===== config.mk =====
export PLATFORM = sky130hd
export DESIGN_NAME = ddr4_dll_code_tracker
export DESIGN_NICKNAME = d
export VERILOG_FILES = /design/src/rtl/ddr4_dll_code_tracker.sv
export SDC_FILE = /design/constraint.sdc
export NUM_CORES = 1
export LEC_CHECK = 0
export CORE_AREA = 2 2 84 86
export DETAILED_ROUTE_END_ITERATION = 12
export DIE_AREA = 0 0 86 88
export PLACE_DENSITY = 0.8
export SYNTH_ARGS = -nofsm -noshare
export SYNTH_HDL_FRONTEND = slang
export SYNTH_SLANG_ARGS = --single-unit
export TNS_END_PERCENT = 50

===== constraint.sdc =====
create_clock -name CLK -period 5.6 [get_ports CLK]
set_input_delay 1.12 -clock CLK [delete_from_list [all_inputs] [get_ports CLK]]
set_output_delay 1.12 -clock CLK [all_outputs]
set_load 0.05 [all_outputs]

===== src/rtl/ddr4_dll_code_tracker.sv =====
// Power-up, lock acquisition and periodic code refresh for the DDR4 DLL.
// Accepted codes are rate-limited and passed to the lane delay lines over a req/ack handshake.
module ddr4_dll_code_tracker #(
    parameter int PWRDN_CYCLES     = 16,
    parameter int LOCK_TIMEOUT     = 4096,
    parameter int UPDATE_INTERVAL  = 1024,
    parameter int SETTLE_CYCLES    = 8,
    parameter int MAX_STEP         = 4,
    parameter int LOCK_LOSS_CYCLES = 4
) (
    input  logic       CLK,
    input  logic       ARST_N,
    input  logic       DLL_LOCK,
    input  logic [7:0] DLL_CODE,
    input  logic       DLL_DELAY_DIFF,
    output logic       DLL_POWERDOWN_N,
    output logic       DLL_CODE_UPDATE,
    output logic [7:0] CODE_OUT,
    output logic       CODE_REQ,
    input  logic       CODE_ACK,
    output logic       LOCKED,
    output logic       LOCK_LOST,
    output logic       DELAY_DIFF_SYNC,
    output logic [3:0] RETRY_CNT
);

    localparam int CW = 16;
    localparam logic signed [8:0] STEP = 9'(MAX_STEP);

    typedef enum logic [2:0] {
        S_PWRDN, S_WAIT_LOCK, S_UPDATE, S_SETTLE, S_SAMPLE, S_LOAD, S_IDLE
    } state_t;

    state_t        state_q;
    logic [CW-1:0] cnt_q;
    logic [7:0]    loss_cnt_q;
    logic          lock_meta_q, lock_s_q, dd_meta_q, dd_s_q;
    logic          first_q, phase_q;
    logic [1:0]    attempt_q;
    logic [7:0]    cap_q, code_q, code_d;
    logic          pwrdn_n_q, upd_q, req_q, locked_q, lost_q;
    logic [3:0]    retry_q;
    logic          tracking, loss_now;
    logic signed [8:0] diff_s;

    assign tracking = (state_q == S_UPDATE) || (state_q == S_SETTLE) || (state_q == S_SAMPLE) ||
                      (state_q == S_LOAD) || (state_q == S_IDLE);
    assign loss_now = tracking && !lock_s_q && (loss_cnt_q == 8'(LOCK_LOSS_CYCLES - 1));

    // Clamp the stable sample to within MAX_STEP of the current code; 9-bit signed avoids wrap.
    assign diff_s = $signed({1'b0, cap_q}) - $signed({1'b0, code_q});
    always_comb begin
        code_d = cap_q;
        if (diff_s > STEP) begin
            code_d = code_q + 8'(MAX_STEP);
        end else if (diff_s < -STEP) begin
            code_d = code_q - 8'(MAX_STEP);
        end
    end

    always_ff @(posedge CLK or negedge ARST_N) begin
        if (!ARST_N) begin
            state_q     <= S_PWRDN;
            cnt_q       <= '0;
            loss_cnt_q  <= '0;
            lock_meta_q <= 1'b0;
            lock_s_q    <= 1'b0;
            dd_meta_q   <= 1'b0;
            dd_s_q      <= 1'b0;
            first_q     <= 1'b1;
            phase_q     <= 1'b0;
            attempt_q   <= '0;
            cap_q       <= '0;
            code_q      <= '0;
            pwrdn_n_q   <= 1'b0;
            upd_q       <= 1'b0;
            req_q       <= 1'b0;
            locked_q    <= 1'b0;
            lost_q      <= 1'b0;
            retry_q     <= '0;
        end else begin
            lock_meta_q <= DLL_LOCK;
            lock_s_q    <= lock_meta_q;
            dd_meta_q   <= DLL_DELAY_DIFF;
            dd_s_q      <= dd_meta_q;

            if (!tracking || lock_s_q) begin
                loss_cnt_q <= '0;
            end else begin
                loss_cnt_q <= loss_cnt_q + 8'd1;
            end

            // Loss of lock overrides every tracking-state action, including a pending ack.
            if (loss_now) begin
                state_q   <= S_PWRDN;
                cnt_q     <= '0;
                lost_q    <= 1'b1;
                locked_q  <= 1'b0;
                first_q   <= 1'b1;
                req_q     <= 1'b0;
                upd_q     <= 1'b0;
                pwrdn_n_q <= 1'b0;
            end else begin
                case (state_q)
                    S_PWRDN: begin
                        if (cnt_q == CW'(PWRDN_CYCLES - 1)) begin
                            state_q   <= S_WAIT_LOCK;
                            cnt_q     <= '0;
                            pwrdn_n_q <= 1'b1;
                        end else begin
                            cnt_q <= cnt_q + 1'b1;
                        end
                    end
                    S_WAIT_LOCK: begin
                        if (lock_s_q) begin
                            state_q  <= S_UPDATE;
                            cnt_q    <= '0;
                            upd_q    <= 1'b1;
                            locked_q <= 1'b1;
                        end else if (cnt_q == CW'(LOCK_TIMEOUT - 1)) begin
                            state_q   <= S_PWRDN;
                            cnt_q     <= '0;
                            pwrdn_n_q <= 1'b0;
                            if (retry_q != 4'hF) begin
                                retry_q <= retry_q + 4'd1;
                            end
                        end else begin
                            cnt_q <= cnt_q + 1'b1;
                        end
                    end
                    S_UPDATE: begin
                        state_q <= S_SETTLE;
                        cnt_q   <= '0;
                        upd_q   <= 1'b0;
                    end
                    S_SETTLE: begin
                        if (cnt_q == CW'(SETTLE_CYCLES - 1)) begin
                            state_q   <= S_SAMPLE;
                            cnt_q     <= '0;
                            phase_q   <= 1'b0;
                            attempt_q <= '0;
                        end else begin
                            cnt_q <= cnt_q + 1'b1;
                        end
                    end
                    S_SAMPLE: begin
                        if (!phase_q) begin
                            cap_q   <= DLL_CODE;
                            phase_q <= 1'b1;
                        end else if (DLL_CODE == cap_q) begin
                            phase_q <= 1'b0;
                            if (first_q || (code_d != code_q)) begin
                                code_q  <= first_q ? cap_q : code_d;
                                first_q <= 1'b0;
                                req_q   <= 1'b1;
                                state_q <= S_LOAD;
                            end else begin
                                state_q <= S_IDLE;
                                cnt_q   <= '0;
                            end
                        end else begin
                            phase_q <= 1'b0;
                            if (attempt_q == 2'd2) begin
                                state_q <= S_IDLE;
                                cnt_q   <= '0;
                            end else begin
                                attempt_q <= attempt_q + 2'd1;
                            end
                        end
                    end
                    S_LOAD: begin
                        if (CODE_ACK) begin
                            req_q   <= 1'b0;
                            state_q <= S_IDLE;
                            cnt_q   <= '0;
                        end
                    end
                    S_IDLE: begin
                        if (cnt_q == CW'(UPDATE_INTERVAL - 1)) begin
                            state_q <= S_UPDATE;
                            cnt_q   <= '0;
                            upd_q   <= 1'b1;
                        end else begin
                            cnt_q <= cnt_q + 1'b1;
                        end
                    end
                    default: begin
                        state_q <= S_PWRDN;
                        cnt_q   <= '0;
                    end
                endcase
            end
        end
    end

    assign DLL_POWERDOWN_N = pwrdn_n_q;
    assign DLL_CODE_UPDATE = upd_q;
    assign CODE_OUT        = code_q;
    assign CODE_REQ        = req_q;
    assign LOCKED          = locked_q;
    assign LOCK_LOST       = lost_q;
    assign DELAY_DIFF_SYNC = dd_s_q;
    assign RETRY_CNT       = retry_q;

endmodule

==> Implementation_results.wiki <==
{| class="wikitable"
! Metric !! Value
|-
| Effective utilization at floorplan || 57.9%
|-
| Final Setup Violations || 0
|-
| Number of hold buffers added after CTS || 0
|-
| Type of the worst setup path || reg -> reg
|-
| Netlist cell types || 61
|-
| Count of routing violations after the opening detailed-route iteration || 204
|-
| Number of buffer cells added on primary ports || 30
|-
| Number of inserted diodes || 0
|-
| Time the final worst path needs with I/O delays and setup || 4320 ps
|-
| Maximum number of buffers from clock root to sink || 2
|-
| Max Freq || 231 MHz
|-
| Overflow after GRT || 0
|-
| Required time of the critical path || 5820 ps
|-
| Warnings from Yosys || 0
|-
| Fraction of post-synthesis cell area in the top cell type by area || 38.3%
|-
| Static leakage power || 2.01 nW
|-
| Worst-margin pin slew || 1110 ps
|-
| Die extent in y || 88 um
|-
| Pre-Repair DR Iteration Count || 4
|-
| Number of nets at the end of the flow || 479
|-
| Standard-cell row count || 30
|-
| Synthesized Nets || 446
|-
| Routed wire length || 8860 um
|-
| Placed standard-cell area || 0.00422 mm2
|-
| Clock skew || 9.36 ps
|-
| Number of nets still failing antenna checks after routing || 0
|-
| Total vias in the final route || 3387
|-
| First-pass GRT wire length || 15300 um
|-
| Final cycle utilization of the critical path || 77.2%
|-
| Number of clock buffers inserted by TritonCTS || 9
|-
| GP Congestion || 0.924
|-
| H-tree Lvls || 3
|-
| Number of instances resized during post-cts repair || 0
|-
| Total standard cell area after synthesis || 0.00385 mm2
|-
| Clock transition at the registers of the reported paths || 70 ps
|-
| Average detailed-routed wire length per instance || 16.6 um
|-
| Cell with the most instances after synthesis || sky130_fd_sc_hd__dfrtp_1
|-
| Fraction of final layout cells sized beyond drive strength 1 || 8.57%
|-
| Total power divided by cell area || 434 mW/mm2
|-
| Number of sinks on the clock net || 60
|-
| Top cells by area, synth || sky130_fd_sc_hd__dfrtp_1, sky130_fd_sc_hd__ha_1, sky130_fd_sc_hd__a21oi_1
|-
| Number of synthesized flops with an enable pin || 0
|-
| Overall power consumption || 0.00192 W
|-
| Vias/cell || 6.33
|-
| All-layer global routing usage || 25.7%
|-
| Final Hold Viols || 0
|-
| Sequential cell area fraction in the yosys report || 39.0%
|-
| Startpoint types || register
|-
| Reported max-cap violation count || 0
|-
| Source-to-sink clock delay at the later pin of the worst-skew pair || 340 ps
|-
| Die area || 0.00757 mm2
|-
| CTS tree || done
|-
| Number of top-level design ports || 31
|-
| Buffer count from post-CTS setup fixing || 0
|-
| DRC errors left || 0
|-
| Synthesized netlist cell count || 418
|-
| Syn_area_per_cell || 9.21 um2
|-
| Accumulated negative setup slack || 0 ps
|-
| Horiz. Die Dim || 86 um
|-
| Antenna violations before repair || 0
|-
| Final instance area || 0.00442 mm2
|-
| Estimated wirelength of the detail-placed design || 6290 um
|-
| RSZ-0062 raised after global routing || no
|-
| Crit end category || register
|-
| Pin count of the biggest net entering global routing || 61
|-
| Synth top cells by count || sky130_fd_sc_hd__dfrtp_1, sky130_fd_sc_hd__nor2_1, sky130_fd_sc_hd__nand2_1, sky130_fd_sc_hd__a21oi_1, sky130_fd_sc_hd__nand3_1
|-
| Number of storage elements in the synthesis netlist || 60
|-
| Worst slew margin relative to its limit || 25.7%
|-
| Core area || 0.00664 mm2
|-
| Final Max Tran Viols || 0
|-
| Layout overhead on the synthesized area || 14.8%
|-
| Classification of the worst-slack hold path || reg -> reg
|-
| Peak supply drop || 231 uV
|-
| Arrival time reported for the critical path endpoint || 4550 ps
|-
| Share of flip-flops with an asynchronous set or reset || 100%
|-
| Critical-path maximum fanout || 8
|-
| Result of the run || finished, final reports clean
|-
| Root buffer cell || sky130_fd_sc_hd__clkbuf_8
|-
| Top cell type by total area after synthesis || sky130_fd_sc_hd__dfrtp_1
|-
| Primary flip-flop cell chosen by synthesis mapping || sky130_fd_sc_hd__dfrtp_1
|-
| Number of global-route vias before repair || 3254
|}
==> cell usage in the layout (no fill, tap or decap), drive strengths merged, types with 4 or more instances in the layout <==
cell	synthesis	layout
a211o	6	6
a211oi	4	4
a21o	8	8
a21oi	30	30
a221oi	5	5
a22o	4	4
and3	15	15
clkbuf	9	11
clkdlybuf4s50	0	29
dfrtp	59	59
ha	14	14
inv	19	19
mux2	10	10
mux2i	6	6
nand2	32	32
nand3	24	24
nand4	7	7
nor2	39	39
nor3	20	20
o21a	4	4
o21ai	18	18
o22ai	5	5
o311a	6	6
o311ai	4	4
o32ai	4	4
xnor2	16	16
xor2	12	12
==> cells by family (layout without fill, tap and decap cells) <==
logic type	count (synthesis)	after routing	synth area share [%]
buffers and inverters	28	65	2.73
multiplexers	16	16	4.49
XOR/XNOR	28	28	6.37
AO/OA/AOI/OAI	111	111	21.6
flip-flops	60	60	39.0
adder cells (fa/ha/maj)	15	15	5.07
AND/OR/NAND/NOR	160	160	20.7
==> sequential cells by signal (all words and copies together), names as in the netlist, 2 cells and up <==
signal and cells:
cap_q 8, RETRY_CNT 4, attempt_q 2, cnt_q 16
state_q 3, loss_cnt_q 8, CODE_OUT 8
==> per-layer routing <==
metal  vias up  global-route usage, %  part of all wire, %
li1       1622                      -                    -
met1      1649                   34.2                   45
met2       101                   40.8                   48
met3        15                   5.94                  5.2
met4         0                   10.5                  1.6
met5         -                      0                    0
==> through the flow <==
stage                     hold slack (ps)  util, %  instances  setup slack, ps
after floorplan                       331        -        418             1410
after global placement                332     63.5        520             1450
after detailed placement              336     63.5        520             1330
after CTS                             351     66.5        535             1310
after global routing                  358     66.5        535              935
final                                 348     66.5        535             1280
==> layout make-up <==
class                   count  area, um2
multi-input cells         330       2240
clock buffers              11        151
flip-flops and latches     60       1500
well taps                  80        100
inverters                  19       71.3
fillers                   546       2220
clock inverters             4       48.8
repair buffers             31        303
==> path summary, 6_finish.rpt <==
kind / slack (ps) / to / cells after the start / from
min in group asynchronous: 930 / dd_meta_q / 2 / ARST_N
worst max-delay path: 1280 / CODE_OUT[1] / 12 / CODE_OUT[5]
worst max register to register: 1280 / CODE_OUT[1] / 12 / CODE_OUT[5]
worst min register to register: 350 / DELAY_DIFF_SYNC / 0 / dd_meta_q
worst min-delay path: 350 / DELAY_DIFF_SYNC / 0 / dd_meta_q
max in group asynchronous: 4160 / cnt_q[8] / 2 / ARST_N
==> worst max-delay path: stages, from the launching register on <==
cell and delay (ps):
sky130_fd_sc_hd__dfrtp_1 510, sky130_fd_sc_hd__inv_1 200, sky130_fd_sc_hd__ha_1 440, sky130_fd_sc_hd__and3_1 230
sky130_fd_sc_hd__a221oi_2 320, sky130_fd_sc_hd__xnor2_1 150, sky130_fd_sc_hd__or4_4 580, sky130_fd_sc_hd__nor3_1 380
sky130_fd_sc_hd__o21ai_0 200, sky130_fd_sc_hd__o211a_4 200, sky130_fd_sc_hd__o41a_1 490, sky130_fd_sc_hd__nand4_1 170
sky130_fd_sc_hd__mux2_1 340
==> where the power goes <==
| part | internal, W | total (W) | switching (W) |
|---|---|---|---|
| Combinational | 0.000336 | 0.000830 | 0.000494 |
| Clock | 0.000226 | 0.000397 | 0.000170 |
| Sequential | 0.000530 | 0.000692 | 0.000162 |
No activity file was read; power rests on OpenSTA's default activity.
